--- config.mk ---
export PLATFORM = sky130hd
export DESIGN_NAME = inv_mixcolumn_addroundkey_flat
export DESIGN_NICKNAME = d
export VERILOG_FILES = /design/src/rtl/aes_dec_pkg.sv /design/src/rtl/inv_mixcolumn_addroundkey_if.sv /design/src/rtl/inv_mixcol_column.sv /design/src/rtl/inv_mixcolumn_addroundkey.sv /design/src/flat_wrapper.sv
export SDC_FILE = /design/constraint.sdc
export NUM_CORES = 1
export LEC_CHECK = 0
export BUFFER_PORTS_ARGS = -buffer_cell sky130_fd_sc_hd__buf_4
export CAP_MARGIN = 15
export CORE_AREA = 2 2 198 200
export DETAILED_ROUTE_END_ITERATION = 12
export DIE_AREA = 0 0 200 202
export PLACE_DENSITY = 0.57
export SETUP_SLACK_MARGIN = 0.15
export SLEW_MARGIN = 10
export SYNTH_ARGS = -nofsm -noshare
export SYNTH_HDL_FRONTEND = slang
export SYNTH_HIERARCHICAL = 1
export SYNTH_SLANG_ARGS = --single-unit
--- constraint.sdc ---
create_clock -name ap_clk -period 2.55 [get_ports ap_clk]
set_input_delay 0.3825 -clock ap_clk [delete_from_list [all_inputs] [get_ports ap_clk]]
set_output_delay 0.3825 -clock ap_clk [all_outputs]
set_load 0.01 [all_outputs]
--- src/rtl/aes_dec_pkg.sv ---
// aes_dec_pkg: state encoding, byte/column types and GF(2^8) helpers for AES decryption steps
package aes_dec_pkg;
  typedef logic [2:0] state_t;
  localparam state_t S_IDLE = 3'd0;
  localparam state_t S_RD0  = 3'd1;
  localparam state_t S_RD1  = 3'd2;
  localparam state_t S_RDW  = 3'd3;
  localparam state_t S_WR0  = 3'd4;
  localparam state_t S_WR1  = 3'd5;
  localparam state_t S_DONE = 3'd6;
  typedef logic [7:0] byte_t;
  typedef byte_t [3:0] col_t;
  function automatic byte_t xtime(input byte_t b);
    return {b[6:0], 1'b0} ^ (b[7] ? 8'h1b : 8'h00);
  endfunction
  // Constants 09/0b/0d/0e only need the x, x^2, x^3 multiples.
  function automatic byte_t gmul(input byte_t b, input logic [3:0] c);
    byte_t x2, x4, x8;
    x2 = xtime(b);
    x4 = xtime(x2);
    x8 = xtime(x4);
    return (c[0] ? b : 8'h00) ^ (c[1] ? x2 : 8'h00) ^ (c[2] ? x4 : 8'h00) ^ (c[3] ? x8 : 8'h00);
  endfunction
endpackage

--- src/rtl/inv_mixcolumn_addroundkey_if.sv ---
// inv_mixcolumn_addroundkey_if: ap_ctrl_hs handshake, round inputs and statemt dual-port RAM bus
interface inv_mixcolumn_addroundkey_if;
    logic         ap_start;
    logic         ap_done;
    logic         ap_idle;
    logic         ap_ready;
    logic [3:0]   n;
    logic [127:0] round_key;
    logic [4:0]   statemt_address0;
    logic [4:0]   statemt_address1;
    logic         statemt_ce0;
    logic         statemt_ce1;
    logic         statemt_we0;
    logic         statemt_we1;
    logic [31:0]  statemt_d0;
    logic [31:0]  statemt_d1;
    logic [31:0]  statemt_q0;
    logic [31:0]  statemt_q1;
    modport slave (
        input  ap_start, n, round_key, statemt_q0, statemt_q1,
        output ap_done, ap_idle, ap_ready,
        output statemt_address0, statemt_address1, statemt_ce0, statemt_ce1,
        output statemt_we0, statemt_we1, statemt_d0, statemt_d1
    );
    modport master (
        output ap_start, n, round_key, statemt_q0, statemt_q1,
        input  ap_done, ap_idle, ap_ready,
        input  statemt_address0, statemt_address1, statemt_ce0, statemt_ce1,
        input  statemt_we0, statemt_we1, statemt_d0, statemt_d1
    );
endinterface

--- src/rtl/inv_mixcol_column.sv ---
// inv_mixcol_column: combinational InvMixColumns of one 4-byte column
module inv_mixcol_column
    import aes_dec_pkg::*;
(
    input  col_t a,
    output col_t o
);
    for (genvar i = 0; i < 4; i++) begin : g_row
        assign o[i] = gmul(a[i], 4'he) ^ gmul(a[(i + 1) % 4], 4'hb)
                    ^ gmul(a[(i + 2) % 4], 4'hd) ^ gmul(a[(i + 3) % 4], 4'h9);
    end
endmodule

--- src/rtl/inv_mixcolumn_addroundkey.sv ---
// inv_mixcolumn_addroundkey: in-place AddRoundKey + InvMixColumns over the 16-byte statemt RAM.
// INV_MIXCOL_LAST_ROUND_EN: when defined, captured n==0 bypasses InvMixColumns.
module inv_mixcolumn_addroundkey
    import aes_dec_pkg::*;
(
    input logic ap_clk,
    input logic ap_rst_n,
    inv_mixcolumn_addroundkey_if.slave bus
);
    state_t       state;
    logic [1:0]   col;
    logic [127:0] key_r;
    col_t         a, mix, o;
    logic         lo, hi, acc, wr;
    logic [4:0]   base;
    logic         unused_bits;
    always_ff @(posedge ap_clk or negedge ap_rst_n) begin
        if (!ap_rst_n) begin
            state <= S_IDLE;
            col   <= '0;
            key_r <= '0;
            a     <= '0;
        end else begin
            case (state)
                S_IDLE: if (bus.ap_start) begin
                    state <= S_RD0;
                    col   <= '0;
                    key_r <= bus.round_key;
                end
                S_RD0: state <= S_RD1;
                S_RD1: begin
                    a[0]  <= bus.statemt_q0[7:0] ^ key_r[127:120];
                    a[1]  <= bus.statemt_q1[7:0] ^ key_r[119:112];
                    state <= S_RDW;
                end
                S_RDW: begin
                    a[2]  <= bus.statemt_q0[7:0] ^ key_r[111:104];
                    a[3]  <= bus.statemt_q1[7:0] ^ key_r[103:96];
                    state <= S_WR0;
                end
                S_WR0: state <= S_WR1;
                // Rotating the key keeps the current column's key bytes on top.
                S_WR1: begin
                    key_r <= {key_r[95:0], key_r[127:96]};
                    col   <= col + 2'd1;
                    state <= (col == 2'd3) ? S_DONE : S_RD0;
                end
                default: state <= S_IDLE;
            endcase
        end
    end
    inv_mixcol_column u_mix (.a(a), .o(mix));
`ifdef INV_MIXCOL_LAST_ROUND_EN
    logic [3:0] n_r;
    always_ff @(posedge ap_clk or negedge ap_rst_n) begin
        if (!ap_rst_n) n_r <= '0;
        else if (state == S_IDLE && bus.ap_start) n_r <= bus.n;
    end
    assign o = (n_r == 4'd0) ? a : mix;
`else
    assign o = mix;
`endif
    assign unused_bits = ^{bus.n, bus.statemt_q0[31:8], bus.statemt_q1[31:8]};
    always_comb begin
        lo   = (state == S_RD0) || (state == S_WR0);
        hi   = (state == S_RD1) || (state == S_WR1);
        acc  = lo || hi;
        wr   = (state == S_WR0) || (state == S_WR1);
        base = {1'b0, col, 2'b00};
        bus.statemt_address0 = acc ? (base | (hi ? 5'd2 : 5'd0)) : 5'd0;
        bus.statemt_address1 = acc ? (base | (hi ? 5'd3 : 5'd1)) : 5'd0;
        bus.statemt_ce0 = acc;
        bus.statemt_ce1 = acc;
        bus.statemt_we0 = wr;
        bus.statemt_we1 = wr;
        bus.statemt_d0 = (state == S_WR0) ? {24'h0, o[0]} : (state == S_WR1) ? {24'h0, o[2]} : 32'h0;
        bus.statemt_d1 = (state == S_WR0) ? {24'h0, o[1]} : (state == S_WR1) ? {24'h0, o[3]} : 32'h0;
        bus.ap_idle  = (state == S_IDLE);
        bus.ap_done  = (state == S_DONE);
        bus.ap_ready = (state == S_DONE);
    end
endmodule

--- src/flat_wrapper.sv ---
// flat-port wrapper written by rule: the top's interface ports become plain ports
module inv_mixcolumn_addroundkey_flat import aes_dec_pkg::*;
  (ap_clk, ap_rst_n, bus_ap_start, bus_n, bus_round_key, bus_statemt_q0, bus_statemt_q1, bus_ap_done, bus_ap_idle, bus_ap_ready, bus_statemt_address0, bus_statemt_address1, bus_statemt_ce0, bus_statemt_ce1, bus_statemt_we0, bus_statemt_we1, bus_statemt_d0, bus_statemt_d1);
  inv_mixcolumn_addroundkey_if bus_i ();
  input logic ap_clk;
  input logic ap_rst_n;
  input wire logic [$bits(bus_i.ap_start)-1:0] bus_ap_start;
  input wire logic [$bits(bus_i.n)-1:0] bus_n;
  input wire logic [$bits(bus_i.round_key)-1:0] bus_round_key;
  input wire logic [$bits(bus_i.statemt_q0)-1:0] bus_statemt_q0;
  input wire logic [$bits(bus_i.statemt_q1)-1:0] bus_statemt_q1;
  output wire logic [$bits(bus_i.ap_done)-1:0] bus_ap_done;
  output wire logic [$bits(bus_i.ap_idle)-1:0] bus_ap_idle;
  output wire logic [$bits(bus_i.ap_ready)-1:0] bus_ap_ready;
  output wire logic [$bits(bus_i.statemt_address0)-1:0] bus_statemt_address0;
  output wire logic [$bits(bus_i.statemt_address1)-1:0] bus_statemt_address1;
  output wire logic [$bits(bus_i.statemt_ce0)-1:0] bus_statemt_ce0;
  output wire logic [$bits(bus_i.statemt_ce1)-1:0] bus_statemt_ce1;
  output wire logic [$bits(bus_i.statemt_we0)-1:0] bus_statemt_we0;
  output wire logic [$bits(bus_i.statemt_we1)-1:0] bus_statemt_we1;
  output wire logic [$bits(bus_i.statemt_d0)-1:0] bus_statemt_d0;
  output wire logic [$bits(bus_i.statemt_d1)-1:0] bus_statemt_d1;
  assign bus_i.ap_start = bus_ap_start;
  assign bus_i.n = bus_n;
  assign bus_i.round_key = bus_round_key;
  assign bus_i.statemt_q0 = bus_statemt_q0;
  assign bus_i.statemt_q1 = bus_statemt_q1;
  assign bus_ap_done = bus_i.ap_done;
  assign bus_ap_idle = bus_i.ap_idle;
  assign bus_ap_ready = bus_i.ap_ready;
  assign bus_statemt_address0 = bus_i.statemt_address0;
  assign bus_statemt_address1 = bus_i.statemt_address1;
  assign bus_statemt_ce0 = bus_i.statemt_ce0;
  assign bus_statemt_ce1 = bus_i.statemt_ce1;
  assign bus_statemt_we0 = bus_i.statemt_we0;
  assign bus_statemt_we1 = bus_i.statemt_we1;
  assign bus_statemt_d0 = bus_i.statemt_d0;
  assign bus_statemt_d1 = bus_i.statemt_d1;
  inv_mixcolumn_addroundkey u_core (.ap_clk(ap_clk), .ap_rst_n(ap_rst_n), .bus(bus_i));
endmodule
; ---- Word-level counts from Yosys, hierarchy flattened
; Index checks and enable logic that the tools add are counted.
[totals]
ff_bits = 165
latchBits = 0
mem_bits_rw = 0
rom_bits = 0
input_bits = 199
n_memories = 0
[op_classes]
n_addsub = 1
mul = 0
div = 0
n_lt_le_gt_ge = 0
eq_ne = 8
shifts = 0
n_mux = 27
bitwise = 58
n_reduce_logical = 7
[ops]
columns = operator, n
row1 = $xor 8x8->8, 48
row2 = $pmux 128 s2, 1
row3 = $mux 128, 1
row4 = $mux 5, 14
row5 = $mux 32, 2
row6 = $xor 8x5->8, 8
row7 = $pmux 3 s6, 1
row8 = $mux 8, 2
row9 = $or 4x5->5, 2
row10 = $eq 3x3->1 const B, 3
row11 = $eq 3x2->1 const B, 2
row12 = $mux 2, 3
row13 = $mux 3, 2
row14 = $logic_or 1x1->1, 4
row15 = $pmux 2 s2, 1
row16 = $eq 3x1->1 const B, 1
row17 = $logic_not 3->1, 1
row18 = $add 2x1->2 const B, 1
row19 = $eq 2x2->1 const B, 1
row20 = $ne 2x2->1 const B, 1
row21 = $reduce_and 2->1, 1
row22 = $reduce_bool 2->1, 1

; ---- Depth between registers and ports, before layout
; Gate-level depths: netlist of run 1.
[logic_depth]
word_depth = 12
depth_mapped = 7
depth_no_buf = 6

; ---- Hierarchy
; Netlist of run 1, hierarchy kept.
[modules_own_cells]
columns = mod, instances, cells_each, area_per_inst_um2
row1 = inv_mixcolumn_addroundkey, 1, 679, 9112.5
row2 = inv_mixcol_column, 1, 198, 2263.4

; ---- Worst setup path before layout of run 1
; OpenSTA, ideal clock, no wires.
[synth_path]
path_kind = register to output
from = register u_core/a[14] (netlist name)
to = output port bus_statemt_d1[4]
arrival_time_ns = 2.041
slack_ns = 0.126
stages_incl_launch_ff = 8
n_path_buf = 1
cell_sequence = dfrtp_1 buf_2 xnor3_1 xor2_1 xnor3_1 xnor3_1 mux2i_1 nor2_1
[synth_lines]
columns = element, line
row1 = from (decl), inv_mixcolumn_addroundkey.sv:13  ; col_t a, mix, o;
row2 = to (decl), flat_wrapper.sv:22  ; output wire logic [$bits(bus_i.statemt_d1)-1:0] bus_statemt_d1;

==> results.md, run 1 <==
* Status: complete, but fails checks
* Failing checks: negative setup slack
* Die area at 40,400 um^2
* Post-Syn Instances at 877
* IO Pins at 280
* Final nets at 1,336
* RSZ-0062 raised after global routing: true
* Synth Warn # at 6
* Total Neg Setup Slack at -4.67 ns
* Synth area leader: dfrtp_1
* First-pass GRT wire length at 44.3 mm
* Hold WS at 0.243 ns
* Routability cong. at 0.819
* Initial core utilization at 29.7%
* Critical path arrival at 2.62 ns
* DP HPWL at 22.0 mm
* Crit-path max FO at 3
* Initial DRC count at 273
* Core Region at 38,300 um^2
* Initial antenna violation count at 1
* Skew-Pair Late Insertion Delay at 0.43 ns
* Critical path type: register to output pin
* Drt via density at 4.24
* Dominant synthesized flop cell: dfrtp_1
* Remaining routing DRC violations at 0
* Startpoint Class: register
* P&R area growth vs syn at 31.1%
* Largest net degree at the start of global routing at 50
* Slowest CP cell: xnor3_1
* Fillers at 3,755
* Top post-synthesis cells by count: dfrtp_1, mux2_2, xnor2_1, mux2_4, buf_4
* DR WL/cell at 17.4 um
* ANT cells at 0
* Via count at 7,064
* CP endpoint kind: output pin
* Final period utilization at 118%
* Die height at 202 um
* Top cell type's share of synthesized area at 36.3%
* Max cap viols at 0
* Share of flip-flops with an asynchronous set or reset at 100%
* Final min period at 3.00 ns
* Synth area leaders: dfrtp_1, mux2_2, mux2_4, xnor2_1, xnor3_1
* Die Wd at 200 um
* Grt met1 use at 19.6%
* Setup ws final at -0.449 ns
* Number of synthesized flops with an enable pin at 0
* CTS H-tree depth at 4
* Final ANT Viol Nets at 0
* Post-synthesis register bit count at 165
* Total Routing Usage GR at 14.5%
* Layout cells sized above 1 at 58.2%
* Reg clk slew, reported paths at 0.07 ns
* Worst Hold Class: input port to register
* Req. time, crit path at 2.17 ns
* Met3 usage at 3.65%
* Number of port buffers at 176
* GR Util met2 at 23.5%
* Post-Route WL at 29.0 mm
* Sequential share of the synthesized area at 36.3%
* Syn avg cell area at 13.0 um^2
* Finish-stage setup viols at 16
* Clock Tree Buf Depth at 2
* Buf+Inv Stages, Crit Path at 2
* Delay-heaviest family, CP: XOR/XNOR gates
* Global route overflow at 0
* # rows at 72
* Drt pass-1 iters at 4
* CTS tree: yes
* Cell with the most instances after synthesis: dfrtp_1
* GRT Max-Usage Layer: met2
* Clk_skew at 0.0154 ns
* Final hold viol count at 0
* CP Cell Sequence: xnor2_1, buf_4, xor3_1, xnor3_1, xnor3_1, mux2i_2, nor2_1, buf_4
* CTS Sinks at 165
* Root Buffer: clkbuf_16
* Max-Slew Margin vs Limit at 62.2%
* Synth unique cells at 42
* FMAX at 0.333 GHz
* Slew Limit Fails at 0
* Tightest Pin Transition at 0.567 ns
* TritonCTS buffer count at 17
* Vias in the first global route at 7,395
* CP max stage delay at 0.43 ns
* Mapped cell area at 11,400 um^2
* Post-Place Worst Slack at -0.147 ns
* Reg2Reg Setup Slack at 0.27 ns
registers in the layout, indices dropped and copies added (netlist names):
register / flops
u_core/state: 3
u_core/col: 2
u_core/a: 32
u_core/key_r: 128
worst paths after layout:
| kind | start | end | cells after the start |
|---|---|---|---|
| setup reg to reg | u_core/state[2]$_DFFE_PN0P_ | u_core/key_r[98]$_DFFE_PN0P_ | 5 |
| hold / removal | bus_statemt_q1[0] | u_core/a[24]$_DFFE_PN0N_ | 3 |
| setup / recovery | u_core/a[9]$_DFFE_PN0P_ | bus_statemt_d1[4] | 8 |
| min in group asynchronous | ap_rst_n | u_core/key_r[1]$_DFFE_PN0P_ | 2 |
| max in group asynchronous | ap_rst_n | u_core/key_r[4]$_DFFE_PN0P_ | 3 |
| hold reg to reg | u_core/key_r[0]$_DFFE_PN0P_ | u_core/key_r[0]$_DFFE_PN0P_ | 1 |
timing repair:
item                                    in CTS  in global routing
resized for setup                           63                 39
setup buffers                               14                  8
hold buffers                                 1                  0
endpoints found under the setup margin      18                 19
gates cloned                                 0                  1
pin swaps                                   27                 29
endpoints found under the hold margin       45                  0
cells by family (layout without fill, tap and decap cells):
logic type	count (synthesis)	count (layout)	synth area share, %
multiplexers	273	273	29.7
AO/OA/AOI/OAI	38	38	1.84
adder cells (fa/ha/maj)	1	1	0.110
other	1	51	0.0330
AND/OR/NAND/NOR	65	66	2.45
XOR/XNOR	217	217	21.8
buffers and inverters	117	337	7.80
flip-flops	165	165	36.3
layout by cell type (no fill, tap or decap), types with 2 or more instances in the layout:
| cell type | netlist | layout |
|---|---|---|
| conb_1 | 1 | 51 |
| xor2_2 | 2 | 11 |
| o21ai_0 | 17 | 17 |
| inv_6 | 0 | 2 |
| buf_4 | 63 | 270 |
| xor3_2 | 1 | 3 |
| clkinv_4 | 0 | 2 |
| xnor3_2 | 0 | 13 |
| xor2_4 | 0 | 3 |
| clkinvlp_4 | 0 | 3 |
| mux2_1 | 11 | 11 |
| xnor2_1 | 143 | 111 |
| mux2i_2 | 0 | 2 |
| clkbuf_8 | 0 | 3 |
| clkbuf_16 | 0 | 17 |
| xor3_1 | 5 | 3 |
| a21oi_1 | 16 | 16 |
| nor2_1 | 35 | 35 |
| mux2i_1 | 17 | 15 |
| bufinv_16 | 0 | 2 |
| dfrtp_1 | 165 | 153 |
| o22ai_1 | 2 | 2 |
| buf_6 | 1 | 21 |
| xnor2_4 | 1 | 7 |
| xor2_1 | 29 | 17 |
| nand2_1 | 20 | 20 |
| xnor3_1 | 27 | 14 |
| inv_1 | 4 | 4 |
| mux2_2 | 158 | 158 |
| mux2_4 | 87 | 87 |
| buf_12 | 10 | 10 |
| xnor2_2 | 8 | 34 |
| dfrtp_2 | 0 | 12 |
routing by layer:
layer / part of all wire (%) / wire (um) / vias up
met1: 45 / 13100 / 3481
met5: 0.034 / 10 / -
li1: - / - / 3394
met3: 6.0 / 1750 / 22
met2: 48 / 13900 / 165
met4: 0.79 / 230 / 2
worst min-delay path, stage by stage:
cell and delay [ns]:
buf_4 0.09, xnor2_1 0.10, o21ai_0 0.06
cell type report:
cell class / instances / area, um^2 / area share (%)
repair buffers: 302 / 2470 / 16.6
inverters: 4 / 15.0 / 0.101
flip-flops and latches: 165 / 4140 / 27.8
well taps: 518 / 648 / 4.35
multi-input cells: 646 / 7040 / 47.2
clock buffers: 21 / 470 / 3.16
clock inverters: 10 / 123 / 0.822
through the flow:
| stage | instance area (um^2) | cells | util [%] |
|---|---|---|---|
| after CTS | 14600 | 1657 | 38.2 |
| after detailed placement | 13600 | 1611 | 35.5 |
| after floorplan | 11600 | 927 | - |
| after global placement | 13600 | 1611 | 35.5 |
| final | 14900 | 1666 | 38.9 |
| after global routing | 14900 | 1666 | 38.9 |
Power of run 1 is left out: the tool's default activity adds up to more than one toggle a clock period on the data nets, which glitch-free logic cannot reach.
==> run 2, diff against run 1 <==
==> constraint.sdc (replaced) <==
create_clock -name ap_clk -period 2.55 [get_ports ap_clk]
set_input_delay 0.3825 -clock ap_clk [delete_from_list [all_inputs] [get_ports ap_clk]]
set_output_delay 0.3825 -clock ap_clk [all_outputs]
set_load 0.1 [all_outputs]
==> run 2 against run 1 <==
Against the previous run: the run still ends with negative setup slack left; clock-buffer cell count is the same; highest routed layer is now met4; setup slack worse by 0.050 ns; sequential cell count is the same; final cell count barely moved; clock skew shrank 0.0071 ns; hold slack got worse by 0.0011 ns; global-route usage shrank 0.087 points; final area up 3.5%; non-clock buffer count did not move; wire length down 2.8%; core utilization is 1.4 points higher.
==> results.md, run 2 (synthesis gave the netlist of run 1 again) <==
* Remaining routing DRC violations at 0
* Critical path type: register to output pin
* Core Region at 38,300 um^2
* Routability cong. at 0.826
* Finish-stage setup viols at 16
* Drt via density at 4.16
* GRT Max-Usage Layer: met2
* Die height at 202 um
* Critical path's most frequent cell: xnor3_1
* Drt pass-1 iters at 4
* CP max stage delay at 0.43 ns
* Via count at 6,936
* Total Routing Usage GR at 14.4%
* Failing checks: negative setup slack
* Root Buffer: clkbuf_16
* FMAX at 0.328 GHz
* Final nets at 1,335
* Largest net degree at the start of global routing at 52
* Final ANT Viol Nets at 0
* Setup ws final at -0.499 ns
* Req. time, crit path at 2.17 ns
* Total Neg Setup Slack at -6.10 ns
* # rows at 72
* Skew-Pair Late Insertion Delay at 0.43 ns
* Critical path arrival at 2.67 ns
* Status: complete, but fails checks
* Worst Hold Class: input port to register
* Delay-heaviest family, CP: XOR/XNOR gates
* Post-Route WL at 28.2 mm
* Clock Tree Buf Depth at 2
* Clk_skew at 0.00829 ns
* Grt met1 use at 19.6%
* Largest register by flop count: u_core/key_r
* Global route overflow at 0
* P&R area growth vs syn at 35.7%
* CTS tree: yes
* Die area at 40,400 um^2
* CP endpoint kind: output pin
* Number of port buffers at 176
* Most frequent cells in the layout: buf_4, mux2_2, dfrtp_1, xnor2_1, mux2_4
* Layout cells sized above 1 at 60.7%
* Hold WS at 0.242 ns
* Buf+Inv Stages, Crit Path at 1
* Final min period at 3.05 ns
* Met3 usage at 3.95%
* Most common cell after layout, fill and taps aside: buf_4
* Final hold viol count at 0
* CP Cell Sequence: xnor2_4, xor3_1, xnor3_1, xnor3_1, mux2i_2, nor2_4, buf_6
* Die Wd at 200 um
* Fillers at 3,635
* Max cap viols at 0
* Slowest CP cell: dfrtp_1
* Slew Limit Fails at 0
* IO Pins at 280
* RSZ-0062 raised after global routing: true
* GR Util met2 at 22.9%
* Reg clk slew, reported paths at 0.07 ns
* DR WL/cell at 16.9 um
* CTS Sinks at 165
* Vias in the first global route at 7,466
* Biggest regs: u_core/key_r (128), u_core/a (32), u_core/state (3)
* Startpoint Class: register
* Initial antenna violation count at 1
* Initial DRC count at 243
* Max reg flops at 128
* Crit-path max FO at 3
* Initial core utilization at 29.7%
* Final period utilization at 120%
* CTS H-tree depth at 4
* First-pass GRT wire length at 44.2 mm
* TritonCTS buffer count at 17
* DP HPWL at 22.1 mm
-- run 2: changes by cell type in the layout (fill, tap and decap cells not counted), moves of 8 or more --
cell / before / now
buf_12: 10 / 28
buf_4: 270 / 257
buf_6: 21 / 13
nor2_1: 35 / 17
nor2_4: 0 / 18
-- run 2: timing repair --
| action | 4_1_cts | 5_1_grt |
|---|---|---|
| endpoints found under the setup margin | 16 | 22 |
| gates resized for setup | 91 | 38 |
| setup buffers | 6 | 7 |
| endpoints found under the hold margin | 47 | 0 |
| pin swaps | 21 | 21 |
| hold buffers | 1 | 0 |
-- run 2: final timing paths --
check	start	end	slack [ns]	depth (start not counted)
setup / recovery	u_core/a[9]$_DFFE_PN0P_	bus_statemt_d1[4]	-0.50	7
hold / removal	bus_statemt_q1[5]	u_core/a[13]$_DFFE_PN0P_	0.24	3
setup reg to reg	u_core/state[0]$_DFFE_PN0P_	u_core/key_r[98]$_DFFE_PN0P_	0.45	5
hold reg to reg	u_core/key_r[3]$_DFFE_PN0P_	u_core/key_r[3]$_DFFE_PN0P_	0.49	1
max in group asynchronous	ap_rst_n	u_core/key_r[65]$_DFFE_PN0P_	1.34	3
min in group asynchronous	ap_rst_n	u_core/key_r[33]$_DFFE_PN0P_	0.46	2
-- run 2: routing by layer --
| metal | share of wire [%] | vias up |
|---|---|---|
| met5 | 0 | - |
| met4 | 0.87 | 0 |
| met3 | 5.4 | 15 |
| met2 | 47 | 140 |
| met1 | 46 | 3400 |
| li1 | - | 3381 |
-- run 2: tightest hold or removal path, stage by stage --
cell	delay (ns)
buf_4	0.09
xnor2_1	0.10
a21oi_1	0.06
-- run 2: layout make-up --
class,instances,area (um^2),area share [%]
Antenna cell,1,2.50,0.0162
Clock buffer,21,470,3.05
Clock inverter,11,174,1.13
Inverter,4,18.8,0.122
Multi-Input combinational cell,645,7280,47.2
Sequential cell,165,4150,26.9
Tap cell,518,648,4.20
Timing Repair Buffer,302,2690,17.4
-- run 2: per-stage QoR --
step	instances	setup WS [ns]	area, um^2	utilization, %
6_report	1667	-0.499	15400	40.3
5_1_grt	1666	-0.584	15400	40.3
4_1_cts	1659	-0.545	15200	39.7
3_5_place_dp	1620	-0.269	14100	36.7
3_3_place_gp	1620	-0.278	14100	36.7
2_1_floorplan	927	-0.159	12000	-
Power of run 2 is left out for the same reason.
